`config.mk`:
```
export PLATFORM = sky130hd
export DESIGN_NAME = tensor_core_sequencer
export DESIGN_NICKNAME = d
export VERILOG_FILES = /design/src/rtl/tensor_core_sequencer.sv
export SDC_FILE = /design/constraint.sdc
export NUM_CORES = 1
export LEC_CHECK = 0
export CORE_UTILIZATION = 37
export CTS_CLUSTER_SIZE = 14
export DETAILED_ROUTE_END_ITERATION = 7
export PLACE_DENSITY = 0.89
export SYNTH_ARGS = -nofsm -noshare
export SYNTH_HDL_FRONTEND = slang
export SYNTH_SLANG_ARGS = --single-unit
export TNS_END_PERCENT = 30
```
`constraint.sdc`:
```
create_clock -name clock_in -period 3.1 [get_ports clock_in]
set_input_delay 0.93 -clock clock_in [delete_from_list [all_inputs] [get_ports clock_in]]
set_output_delay 0.93 -clock clock_in [all_outputs]
set_load 0.01 [all_outputs]
```
`src/rtl/tensor_core_sequencer.sv`:
```
// Sequencer between the CPU instruction stream and the tensor core: register bursts into A/B,
// operate, and result writeback. Optional WAIT timeout: TENSOR_CORE_SEQUENCER_TIMEOUT_EN.
module tensor_core_sequencer #(
  parameter int unsigned MATRIX_DIM     = 2,
  parameter int unsigned DATA_WIDTH     = 8,
  parameter int unsigned REG_ADDR_WIDTH = 8,
  parameter int unsigned TIMEOUT_CYCLES = 255,
  localparam int unsigned E             = MATRIX_DIM * MATRIX_DIM,
  localparam int unsigned IW            = (E > 1) ? $clog2(E) : 1
) (
  input  logic                      clock_in,
  input  logic                      reset_in,
  input  logic                      instruction_valid,
  input  logic [31:0]               instruction,
  output logic                      instruction_ready,
  output logic                      busy,
  output logic                      error,
  output logic [REG_ADDR_WIDTH-1:0] rf_read_address,
  input  logic [DATA_WIDTH-1:0]     rf_read_data,
  output logic                      rf_write_enable,
  output logic [REG_ADDR_WIDTH-1:0] rf_write_address,
  output logic [DATA_WIDTH-1:0]     rf_write_data,
  output logic                      tc_load_enable,
  output logic                      tc_load_matrix_select,
  output logic [IW-1:0]             tc_load_index,
  output logic [DATA_WIDTH-1:0]     tc_load_data,
  output logic                      tc_start,
  input  logic                      tc_done,
  output logic [IW-1:0]             tc_result_index,
  input  logic [DATA_WIDTH-1:0]     tc_result_data
);

  typedef enum logic [2:0] {StIdle, StLoad, StStart, StWait, StWriteback} state_t;

  state_t                    r_state, w_state_next;
  logic [IW-1:0]             r_idx, w_idx_next;
  logic [REG_ADDR_WIDTH-1:0] r_base, w_base_next;
  logic                      r_sel, w_sel_next;
  logic [7:0]                r_len, w_len_next;
  logic                      r_error, w_error_next;
  logic                      w_accept, w_load_legal, w_load_last, w_wb_last;

`ifdef TENSOR_CORE_SEQUENCER_TIMEOUT_EN
  localparam int unsigned TW = $clog2(TIMEOUT_CYCLES + 1);
  logic [TW-1:0] r_wait, w_wait_next;
`endif

  assign instruction_ready = (r_state == StIdle) && !reset_in;
  assign busy              = (r_state != StIdle);
  assign error             = r_error;
  assign w_accept          = instruction_valid && instruction_ready;
  assign w_load_legal      = (instruction[23:16] <= 8'd1) && (instruction[15:8] != 8'd0) &&
                             (32'(instruction[15:8]) <= E);
  assign w_load_last       = (8'(r_idx) == (r_len - 8'd1));
  assign w_wb_last         = (r_idx == IW'(E - 1));

  always_ff @(posedge clock_in or posedge reset_in) begin
    if (reset_in) begin
      r_state <= StIdle;
      r_idx   <= '0;
      r_base  <= '0;
      r_sel   <= 1'b0;
      r_len   <= '0;
      r_error <= 1'b0;
`ifdef TENSOR_CORE_SEQUENCER_TIMEOUT_EN
      r_wait  <= '0;
`endif
    end else begin
      r_state <= w_state_next;
      r_idx   <= w_idx_next;
      r_base  <= w_base_next;
      r_sel   <= w_sel_next;
      r_len   <= w_len_next;
      r_error <= w_error_next;
`ifdef TENSOR_CORE_SEQUENCER_TIMEOUT_EN
      r_wait  <= w_wait_next;
`endif
    end
  end

  always_comb begin
    w_state_next          = r_state;
    w_idx_next            = r_idx;
    w_base_next           = r_base;
    w_sel_next            = r_sel;
    w_len_next            = r_len;
    w_error_next          = 1'b0;
`ifdef TENSOR_CORE_SEQUENCER_TIMEOUT_EN
    w_wait_next           = r_wait;
`endif
    rf_read_address       = '0;
    rf_write_enable       = 1'b0;
    rf_write_address      = '0;
    rf_write_data         = '0;
    tc_load_enable        = 1'b0;
    tc_load_matrix_select = 1'b0;
    tc_load_index         = '0;
    tc_load_data          = '0;
    tc_start              = 1'b0;
    tc_result_index       = '0;

    unique case (r_state)
      StIdle: begin
        if (w_accept) begin
          w_base_next = REG_ADDR_WIDTH'(instruction[31:24]);
          w_sel_next  = instruction[16];
          w_len_next  = instruction[15:8];
          w_idx_next  = '0;
          if (instruction[7:0] == 8'h06) begin
            if (w_load_legal) w_state_next = StLoad;
            else              w_error_next = 1'b1;
          end else if (instruction[7:0] == 8'h05) begin
            w_state_next = StStart;
          end
        end
      end
      StLoad: begin
        rf_read_address       = r_base + REG_ADDR_WIDTH'(r_idx);
        tc_load_enable        = 1'b1;
        tc_load_matrix_select = r_sel;
        tc_load_index         = r_idx;
        tc_load_data          = rf_read_data;
        if (w_load_last) w_state_next = StIdle;
        else             w_idx_next   = r_idx + 1'b1;
      end
      StStart: begin
        tc_start     = 1'b1;
        w_state_next = StWait;
`ifdef TENSOR_CORE_SEQUENCER_TIMEOUT_EN
        w_wait_next  = '0;
`endif
      end
      StWait: begin
        if (tc_done) begin
          w_state_next = StWriteback;
          w_idx_next   = '0;
`ifdef TENSOR_CORE_SEQUENCER_TIMEOUT_EN
        end else if (r_wait == TW'(TIMEOUT_CYCLES - 1)) begin
          w_state_next = StIdle;
          w_error_next = 1'b1;
        end else begin
          w_wait_next  = r_wait + 1'b1;
`endif
        end
      end
      StWriteback: begin
        tc_result_index  = r_idx;
        rf_write_enable  = 1'b1;
        rf_write_address = r_base + REG_ADDR_WIDTH'(r_idx);
        rf_write_data    = tc_result_data;
        if (w_wb_last) w_state_next = StIdle;
        else           w_idx_next   = r_idx + 1'b1;
      end
      default: w_state_next = StIdle;
    endcase
  end

endmodule

```
### After elaboration in Yosys (flattened, before gate mapping)

Index checks and enable logic that the tools add are counted.

| storage, ports and cells | value |
|---|---|
| register bits | 23 |
| input port bits | 52 |
| word-level logic and storage cells | 66 |

| operators by class | value |
|---|---|
| add/sub/neg operators | 3 |
| $lt $le $gt $ge | 2 |
| equal/unequal tests | 16 |
| mux-type cells | 27 |
| reduce and logical (&&, ||, !) cells | 12 |

Operators with widths:

| kind | count |
|---|---|
| $mux 8 | 4 |
| $mux 3 | 7 |
| $eq 8x3->1 const B | 2 |
| $pmux 3 s5 | 1 |
| $mux 2 | 6 |
| $ne 2x2->1 const B | 6 |
| $add 8x2->8 | 1 |
| $eq 2x8->1 | 1 |
| $le 8x1->1 const B | 1 |
| $le 8x3->1 const B | 1 |
| $mux 1 | 8 |
| $pmux 2 s4 | 1 |
| $reduce_bool 8->1 | 1 |
| $sub 8x1->8 const B | 1 |
| $eq 3x2->1 const B | 2 |
| $reduce_and 6->1 | 1 |
| $reduce_and 5->1 | 1 |
| $logic_and 1x1->1 | 4 |
| $reduce_bool 4->1 | 1 |
| $eq 3x1->1 const B | 1 |
| $eq 3x3->1 const B | 1 |
| $logic_not 3->1 | 1 |
| $ne 3x1->1 const B | 1 |
| $ne 3x3->1 const B | 1 |
| 5 further kinds | 5 |

### Longest topological paths before layout

Gate-level depths: netlist (run 1).

| logic depth | value |
|---|---|
| depth after elaboration | 7 |
| depth in mapped cells | 7 |

### Worst setup path after synthesis (run 1)

No wires, ideal clock.

| timing | value |
|---|---|
| path kind | reg2out |
| start point | reg r_idx[0] |
| end point | out rf_read_address[6] |
| arrival time | 1,609 ps |
| required time | 2,170 ps |
| setup slack | 561 ps |
| stages on the path, launching flop included | 7 |
| cell sequence | dfrtp_1 ha_1 fa_1 and3_1 nand3_1 xor2_1 nor2_1 |

| between the ends | value |
|---|---|
| cells in the longest elaborated chain, start to end | 2 |

Ends and longest elaborated chain:

| element | line | RTL |
|---|---|---|
| start: declaration | 36 | `logic [IW-1:0] r_idx, w_idx_next;` |
| start signal: assignment | 70 | `r_idx <= w_idx_next;` |
| $add 8x2->8 | 118 | `rf_read_address = r_base + REG_ADDR_WIDTH'(r_idx);` |
| $mux 8 | 102 | `unique case (r_state)` |
| end: declaration | 18 | `output logic [REG_ADDR_WIDTH-1:0] rf_read_address,` |

No other way between the ends.

### Worst setup path in the final report (run 1)

| timing | value |
|---|---|
| start point | reg r_idx[1] |
| end point | out rf_read_address[5] |

Same word-level chain as after synthesis.

==> results.toml, run 1 <==
[outcome]
status = "finished, final reports clean"

[place]
numPortBuffers = 94
place_ws_ns = 0.0956
hpwlAfterDp_um = 3310
finalWeightedCongestion = 0.859

[synthesis]
post_synthesis_instance_area_um2 = 1530
synth-edff-count = 0
syn_area_per_cell_um2 = 9.72
yosysUniqueCellTypes = 36
synth_sequential_area_ratio = 0.377
synth-main-ff-cell = "sky130_fd_sc_hd__dfrtp_1"
syn_nets = 214
yosys_warnings = 0
synth_register_bits = 23
netlist_instances = 157
synthArstFlopShare = 1.00

[critical_path]
worst-endpoint-arrival_ns = 2.08
timing.critical_path.cells = "ha_1 -> a21oi_2 -> nor2_2 -> xnor2_1 -> nor2_1 -> clkdlybuf4s50_1"
worst_ep_required_time_ns = 2.17
worstSetupStartpointType = "flip-flop"
r2r-start = "r_len[0]$_DFFE_PP0P_"
critical_path.max_stage_delay_ns = 0.58
critical_path.reg2reg.endpoint = "r_idx[0]$_DFFE_PP0P_"
rr_worst_depth = 7
timing_worst_setup_path_type = "reg2out"
crit_slowest_cell = "sky130_fd_sc_hd__clkdlybuf4s50_1"
cp-end-kind = "output pin"
r2r_setup_slack_ns = 1.22
crit_path_max_fanout = 5
crit_buf_inv = 1
critPathTopFamily = "buffers and inverters"

[sta]
setup_violations = 0
fmax_ghz = 0.332
finalHoldWorstSlack_ns = 0.523
worst-slew-pin-transition_ns = 0.404
clock-skew-final_ns = 0.00613
post-route-period-util = 0.971
number_of_max_slew_violations_in_the_final_report = 0
final.setup.worst_slack_ns = 0.0894
period_minus_slack_ns = 3.01
max_slew_margin = 0.730
final-hold-violation-count = 0

[cts]
clock_buffer_count_from_cts = 3
clockBufferDepth = 2
clock-sinks = 23
cts_tree = "yes"
worst_skew_pair.late_latency_ns = 0.26
hold_buffer_count_at_cts = 0
cts.clk_slew.worst_paths_ns = 0.08
cts-htree-levels = 1
ctsRootBufferMaster = "sky130_fd_sc_hd__clkbuf_8"

[final_layout]
final_cell_mix = "87 x sky130_fd_sc_hd__clkdlybuf4s50_1, 23 x sky130_fd_sc_hd__and2_1, 22 x sky130_fd_sc_hd__dfrtp_1, 19 x sky130_fd_sc_hd__mux2_2, 19 x sky130_fd_sc_hd__nor2_1"
final_layout_size_suffix_gt1_frac = 0.160
nNetsFinal = 315
layout.cells.most_common = "sky130_fd_sc_hd__clkdlybuf4s50_1"
antenna_cells = 0
areaGrowthSynthToFinish_pct = 72.5

[pwr]
switching_share = 0.248
power_uw = 711
clockPowerShare = 0.259
sequentialPowerShare = 0.509
leakagePower_uw = 0.00114
pwr_density_cell_nw_per_um2 = 270
p_switching_uw = 176
comb_power_share = 0.232
p_int_uw = 535
vdd_drop_max_uv = 234

[routing]
iteration_0_drc_count_of_the_detailed_router = 46
route.final.wire_length_um = 4060
detail_route.first_pass.iterations = 4
route.detailed.vias_per_inst = 4.83
detailroute.via_count = 1473
drtAntennaViolNets = 0
remaining_drc_errors = 0
average_wire_length_per_cell_after_detail_routing_um = 13.3

[die]
placeableCoreArea_um2 = 3800
initial_utilization = 0.402
die-width_um = 66.2
ioPinCount = 95
placement_rows = 22
die-height_um = 66.2
die_area_um2 = 4390

[global_routing]
grt_start_max_net_pins = 24
globalRoute.totalOverflow = 0
grt_usage = 0.193
number_of_antenna_violations_at_the_first_check_in_global_routing = 0
grt_first_pass_wirelength_um = 6530
grt_pass1_vias = 1516

[hold_path]
worst_hold_path.endpoint = "r_base[0]$_DFFE_PP0P_"
worst_hold_path.num_cells = 1
timing.hold.worst.class = "reg2reg"
min_from = "r_base[0]$_DFFE_PP0P_"

[flow_run]
timing.max_cap.violations = 0
## metrics by stage
| stage | utilization | cell area (µm²) | TNS (ns) | std cells |
|---|---|---|---|---|
| floorplan | - | 1530 | 0 | 157 |
| global placement | 0.670 | 2540 | 0 | 299 |
| detailed placement | 0.670 | 2540 | 0 | 299 |
| CTS | 0.683 | 2590 | 0 | 303 |
| global route | 0.693 | 2630 | -0.0246 | 305 |
| finish | 0.693 | 2630 | 0 | 305 |
## kinds of logic (layout without fill, tap and decap cells)
logic type | after synthesis | in the layout | share of synthesized area
AND/OR/NAND/NOR | 67 | 67 | 0.249
flip-flops | 23 | 23 | 0.377
adder cells (fa/ha/maj) | 5 | 5 | 0.0459
AO/OA/AOI/OAI | 15 | 15 | 0.0738
multiplexers | 20 | 20 | 0.147
buffers and inverters | 15 | 115 | 0.0385
XOR/XNOR | 12 | 12 | 0.0689
## flip-flops by register name, summed over array words and instances, names as in the netlist
name and flops:
r_idx 2, r_len 8, r_state 3, r_sel 1
r_base 8, error 1
## per-layer routing
layer | part of all wire | track usage | vias up
li1 | - | - | 733
met1 | 0.38 | 0.204 | 688
met2 | 0.54 | 0.372 | 46
met3 | 0.073 | 0.0517 | 6
met4 | 0.0089 | 0.0479 | 0
met5 | 0 | 0 | -
## layout make-up
cell class	count	area (µm²)
clock buffers	3	41.3
clock inverters	1	5.00
fillers	303	1170
inverters	10	37.5
multi-input cells	119	916
flip-flops and latches	23	577
well taps	48	60.1
repair buffers	101	996
## Yosys cell counts (2+ instances only)
cell                       count  area [µm²]
sky130_fd_sc_hd__a21oi_1       4        20.0
sky130_fd_sc_hd__and2_1       23         144
sky130_fd_sc_hd__buf_2         2        10.0
sky130_fd_sc_hd__clkbuf_1      3        11.3
sky130_fd_sc_hd__dfrtp_1      23         576
sky130_fd_sc_hd__ha_1          4        50.1
sky130_fd_sc_hd__inv_1        10        37.5
sky130_fd_sc_hd__mux2_2       19         214
sky130_fd_sc_hd__nand2_1       3        11.3
sky130_fd_sc_hd__nand2b_1      2        12.5
sky130_fd_sc_hd__nand3_1       5        25.0
sky130_fd_sc_hd__nor2_1       20        75.1
sky130_fd_sc_hd__nor2b_1       2        12.5
sky130_fd_sc_hd__nor4_1        3        18.8
sky130_fd_sc_hd__o21ai_0       3        15.0
sky130_fd_sc_hd__xnor2_1       7        61.3
sky130_fd_sc_hd__xor2_1        5        43.8
## power by group through the flow
stage,clock [µW],sequential (µW),combinational (µW)
global placement,0,364,159
detailed placement,0,366,165
CTS,188,361,167
finish,184,362,165
floorplan,0,358,82.2
global route,201,367,181
## worst max path at each step
stage / start / endpoint / slack [ns] / cells past startpoint
6_report: r_idx[1]$_DFFE_PP0P_ / rf_read_address[5] / 0.09 / 6
5_1_grt: r_idx[1]$_DFFE_PP0P_ / rf_read_address[5] / -0.02 / 6
4_1_cts: r_idx[1]$_DFFE_PP0P_ / rf_read_address[7] / 0.008 / 7
3_5_place_dp: r_idx[0]$_DFFE_PP0P_ / rf_read_address[6] / 0.1 / 7
3_3_place_gp: tc_result_data[2] / rf_write_data[2] / 0.15 / 3
2_1_floorplan: r_idx[0]$_DFFE_PP0P_ / rf_read_address[6] / 0.56 / 6
## timing repair
action / CTS / global route
setup endpoints to repair: 9 / 8
buffers inserted: 0 / 2
gates cloned: 0 / 0
pin swaps: 0 / 2
resized for setup: 8 / 6
hold endpoints to repair: 0 / 0
(Power assumes the default switching activity.)
==> run 2, diff against run 1 <==
SKIP_LAST_GASP = 1   (was not set)
==> run 2 against run 1 <==
The run now ends with setup timing left. Core utilization down 0.86 points. Clock skew about the same. Clock power about the same. Highest routed layer unchanged.
==> results.toml, run 2 (synthesis results as in run 1) <==
[pwr]
leakagePower_uw = 0.00108
pwr_density_cell_nw_per_um2 = 272
vdd_drop_max_uv = 231

[die]
ioPinCount = 95
die_area_um2 = 4390
placement_rows = 22
initial_utilization = 0.402
die-width_um = 66.2
die-height_um = 66.2
placeableCoreArea_um2 = 3800

[critical_path]
cp-end-kind = "output pin"
worstSetupStartpointType = "flip-flop"
r2r-start = "r_len[0]$_DFFE_PP0P_"
worst_ep_required_time_ns = 2.17
worst-endpoint-arrival_ns = 2.24
setup.worst_path.start = "r_idx[0]$_DFFE_PP0P_"
crit_path_max_fanout = 2
timing_worst_setup_path_type = "reg2out"

[final_layout]
layout.cells.most_common = "sky130_fd_sc_hd__clkdlybuf4s50_1"
antenna_cells = 0
areaGrowthSynthToFinish_pct = 70.3
seq_area_um2 = 577
area_of_the_multi_input_gates_um2 = 901
final_util = 0.684
n_fill_cell = 309
nNetsFinal = 313
final_layout_size_suffix_gt1_frac = 0.141
final_cell_mix = "91 x sky130_fd_sc_hd__clkdlybuf4s50_1, 23 x sky130_fd_sc_hd__and2_1, 22 x sky130_fd_sc_hd__dfrtp_1, 19 x sky130_fd_sc_hd__mux2_2, 19 x sky130_fd_sc_hd__nor2_1"
layout_top_registers = "r_base x8, r_len x8, r_state x3"
stdcell_count = 303

[routing]
average_wire_length_per_cell_after_detail_routing_um = 13.3
route.final.wire_length_um = 4020
detail_route.first_pass.iterations = 4
remaining_drc_errors = 0
iteration_0_drc_count_of_the_detailed_router = 36
detailroute.via_count = 1465
drtAntennaViolNets = 0
route.detailed.vias_per_inst = 4.83

[place]
numPortBuffers = 94
place_ws_ns = 0.0956
finalWeightedCongestion = 0.859
place.detailed.instances = 299
hpwlAfterDp_um = 3310

[sta]
setup_violations = 1
setup_total_negative_slack_ns = -0.0713
final-hold-violation-count = 0
grt_setup_unrepaired = "yes"
clock-skew-final_ns = 0.00611
max_slew_margin = 0.729
fmax_ghz = 0.315
finalHoldWorstSlack_ns = 0.518
worst-slew-pin-transition_ns = 0.405
post-route-period-util = 1.02
number_of_max_slew_violations_in_the_final_report = 0
final.setup.worst_slack_ns = -0.0713
period_minus_slack_ns = 3.17

[cts]
clockBufferDepth = 2
worst_skew_pair.late_latency_ns = 0.26
ctsRootBufferMaster = "sky130_fd_sc_hd__clkbuf_8"
cts.clk_slew.worst_paths_ns = 0.08
clock-sinks = 23
cts-htree-levels = 1
clock_buffer_count_from_cts = 3
cts_tree = "yes"

[global_routing]
number_of_antenna_violations_at_the_first_check_in_global_routing = 0
grt_first_pass_wirelength_um = 6550
grt_start_max_net_pins = 24
grt_usage = 0.193
globalRoute.totalOverflow = 0
grt_pass1_vias = 1516

[outcome]
violations = "setup timing"
status = "finished with violations"

[hold_path]
timing.hold.worst.class = "reg2reg"
min_from = "r_base[0]$_DFFE_PP0P_"

[flow_run]
timing.max_cap.violations = 0
## run 2: changes by cell type in the layout (fill, tap and decap cells not counted), sizes merged
cell,before,now
clkdlybuf4s50,87,91
buf,7,5
dlygate4sd2,4,2
dlymetal6s2s,3,1
## run 2: where the power goes
part	switching, µW	total, µW	internal (µW)
sequential	28.1	361	333
clock	94.1	184	89.6
combinational	52.4	164	111
## run 2: final cells by class
type | count | area share
flip-flops and latches | 23 | 0.222
repair buffers | 99 | 0.376
multi-input cells | 119 | 0.346
inverters | 10 | 0.0144
clock inverters | 1 | 0.00192
well taps | 48 | 0.0231
clock buffers | 3 | 0.0159
## run 2: routing by layer
| metal | GRT usage | part of all wire | vias up |
|---|---|---|---|
| met1 | 0.205 | 0.38 | 683 |
| met4 | 0.0479 | 0.0089 | 0 |
| li1 | - | - | 730 |
| met3 | 0.0517 | 0.075 | 6 |
| met2 | 0.372 | 0.54 | 46 |
| met5 | 0 | 0 | - |
## run 2: through the flow
step                      instance area, µm²  total power (µW)
final                                   2600               708
after global routing                    2600               746
after CTS                               2590               715
after detailed placement                2540               531
after global placement                  2540               523
after floorplan                         1530               440
## run 2: what timing repair did
action	4_1_cts	5_1_grt
resized for setup	3	4
buffers inserted	0	0
endpoints found under the setup margin	9	10
hold buffers	0	0
## run 2: final timing paths
| check | endpoint | slack [ns] | cells after the start |
|---|---|---|---|
| worst max-delay path | rf_write_address[4] | -0.07 | 6 |
| worst min-delay path | r_base[0]$_DFFE_PP0P_ | 0.52 | 1 |
| worst max register to register | r_idx[0]$_DFFE_PP0P_ | 1.22 | 7 |
| worst min register to register | r_base[0]$_DFFE_PP0P_ | 0.52 | 1 |
| max in group asynchronous | r_idx[1]$_DFFE_PP0P_ | 1.75 | 3 |
| min in group asynchronous | r_state[0]$_DFFE_PP0P_ | 1.09 | 3 |
## run 2: critical path: stages, from the launching register on
cell and delay, ns:
sky130_fd_sc_hd__dfrtp_1 0.38, sky130_fd_sc_hd__ha_1 0.25, sky130_fd_sc_hd__fa_2 0.37, sky130_fd_sc_hd__and3_1 0.21, sky130_fd_sc_hd__xnor2_1 0.14, sky130_fd_sc_hd__nor2_1 0.09, sky130_fd_sc_hd__clkdlybuf4s50_1 0.54
==> run 3, diff against run 2 <==
PLACE_DENSITY = not set   (was 0.89)
PLACE_DENSITY_LB_ADDON = 0.2   (was not set)
==> run 3 against run 2 <==
Sequential share of layout area about the same. Critical path depth is 1 higher. The flow still finishes with violations (setup timing). Core utilization hardly changed. Cell area about the same. Routed wire length is 3.6% lower. Clock skew shrank 0.0043 ns. Critical endpoint is now rf_write_address[7]. Critical path type unchanged. Fmax fell by 0.28%.
==> results.toml, run 3 (synthesis results as in run 1) <==
[routing]
iteration_0_drc_count_of_the_detailed_router = 46
drtAntennaViolNets = 0
detailroute.via_count = 1452
route.final.wire_length_um = 3880
route.detailed.vias_per_inst = 4.79
remaining_drc_errors = 0
detail_route.first_pass.iterations = 4
average_wire_length_per_cell_after_detail_routing_um = 12.8

[cts]
worst_skew_pair.late_latency_ns = 0.26
clock_buffer_count_from_cts = 3
cts_tree = "yes"
clock-sinks = 23
ctsRootBufferMaster = "sky130_fd_sc_hd__clkbuf_8"
cts-htree-levels = 1
clockBufferDepth = 2
cts.clk_slew.worst_paths_ns = 0.08

[critical_path]
setup.worst_path.end = "rf_write_address[7]"
worst-endpoint-arrival_ns = 2.25
worstSetupStartpointType = "flip-flop"
critical_path.reg2reg.endpoint = "r_idx[0]$_DFFE_PP0P_"
r2r-start = "r_idx[0]$_DFFE_PP0P_"
cp-end-kind = "output pin"
timing_worst_setup_path_type = "reg2out"
crit_path_max_fanout = 5
rr_worst_depth = 6
worst_ep_required_time_ns = 2.17
r2r_setup_slack_ns = 1.26
setup.worst_path.start = "r_idx[1]$_DFFE_PP0P_"

[hold_path]
timing.hold.worst.class = "reg2reg"

[sta]
max_slew_margin = 0.699
final.setup.worst_slack_ns = -0.0804
post-route-period-util = 1.03
number_of_max_slew_violations_in_the_final_report = 0
period_minus_slack_ns = 3.18
fmax_ghz = 0.314
worst-slew-pin-transition_ns = 0.451
clock-skew-final_ns = 0.00183
setup_total_negative_slack_ns = -0.155
grt_setup_unrepaired = "yes"
setup_violations = 2
final-hold-violation-count = 0

[die]
die-width_um = 66.2
die_area_um2 = 4390
placeableCoreArea_um2 = 3800
die-height_um = 66.2
placement_rows = 22
initial_utilization = 0.402
ioPinCount = 95

[final_layout]
final_cell_mix = "90 x sky130_fd_sc_hd__clkdlybuf4s50_1, 23 x sky130_fd_sc_hd__and2_1, 23 x sky130_fd_sc_hd__dfrtp_1, 20 x sky130_fd_sc_hd__nor2_1, 19 x sky130_fd_sc_hd__mux2_2"
areaGrowthSynthToFinish_pct = 70.2
nNetsFinal = 313
layout.cells.most_common = "sky130_fd_sc_hd__clkdlybuf4s50_1"
n_fill_cell = 320
layout_top_registers = "r_base x8, r_len x8, r_state x3"
final_layout_size_suffix_gt1_frac = 0.129
antenna_cells = 0

[global_routing]
grt_first_pass_wirelength_um = 6260
globalRoute.totalOverflow = 0
number_of_antenna_violations_at_the_first_check_in_global_routing = 0
grt_usage = 0.184
grt_pass1_vias = 1413
grt_start_max_net_pins = 24

[pwr]
power_uw = 706
sequentialPowerShare = 0.509
comb_power_share = 0.231
p_switching_uw = 173
leakagePower_uw = 0.00112
pwr_density_cell_nw_per_um2 = 272
vdd_drop_max_uv = 277
switching_share = 0.245
p_int_uw = 533
clockPowerShare = 0.260

[flow_run]
timing.max_cap.violations = 0

[place]
hpwlAfterDp_um = 3110
numPortBuffers = 94
finalWeightedCongestion = 0.776

[outcome]
status = "finished with violations"
violations = "setup timing"
==> run 3: what timing repair did <==
action / CTS / global route
setup buffers: 0 / 0
hold buffers: 0 / 0
gates resized for setup: 1 / 4
setup endpoints to repair: 6 / 11
==> run 3: layer usage <==
metal	global-route usage	routed length, µm	up-vias
met1	0.219	1630	664
met3	0.0448	306	2
met5	0	0	-
li1	-	-	729
met4	0.0399	12	0
met2	0.329	1930	57
==> run 3: worst min path at each step <==
stage | end | depth (start not counted) | startpoint
final | r_sel$_DFFE_PP0P_ | 1 | r_sel$_DFFE_PP0P_
after global routing | r_len[6]$_DFFE_PP0P_ | 1 | r_len[6]$_DFFE_PP0P_
after CTS | r_sel$_DFFE_PP0P_ | 1 | r_sel$_DFFE_PP0P_
after detailed placement | r_sel$_DFFE_PP0P_ | 1 | r_sel$_DFFE_PP0P_
after global placement | r_sel$_DFFE_PP0P_ | 1 | r_sel$_DFFE_PP0P_
after floorplan | r_sel$_DFFE_PP0P_ | 1 | r_sel$_DFFE_PP0P_
==> run 3: power groups by stage <==
stage	registers [µW]	clock network, µW	logic (µW)
global placement	364	0	160
CTS	359	192	166
finish	360	184	163
global route	365	205	179
detailed placement	365	0	165
floorplan	358	0	82.2
==> run 3: stage by stage <==
stage	area (µm²)	instances	hold WS (ns)	setup slack (ns)	util
floorplan	1530	157	0.471	0.561	-
global placement	2540	299	0.481	0.122	0.670
detailed placement	2540	299	0.495	0.106	0.670
CTS	2590	303	0.514	-0.161	0.681
global route	2600	303	0.539	-0.206	0.684
finish	2600	303	0.506	-0.0804	0.684
==> run 3: critical path: stages (launching register included) <==
cell                              delay, ns
sky130_fd_sc_hd__dfrtp_1               0.47
sky130_fd_sc_hd__ha_1                  0.31
sky130_fd_sc_hd__a21oi_1               0.08
sky130_fd_sc_hd__nor2_1                0.19
sky130_fd_sc_hd__nand3_1               0.12
sky130_fd_sc_hd__xor2_1                0.17
sky130_fd_sc_hd__nor2_1                0.10
sky130_fd_sc_hd__clkdlybuf4s50_1       0.54
==> run 3: cell type report <==
cell class / instances / area (µm²) / share of cell area
repair buffers: 99 / 985 / 0.379
well taps: 48 / 60.1 / 0.0231
inverters: 10 / 37.5 / 0.0144
clock buffers: 3 / 41.3 / 0.0159
flip-flops and latches: 23 / 576 / 0.221
multi-input cells: 119 / 895 / 0.344
clock inverters: 1 / 5.00 / 0.00193
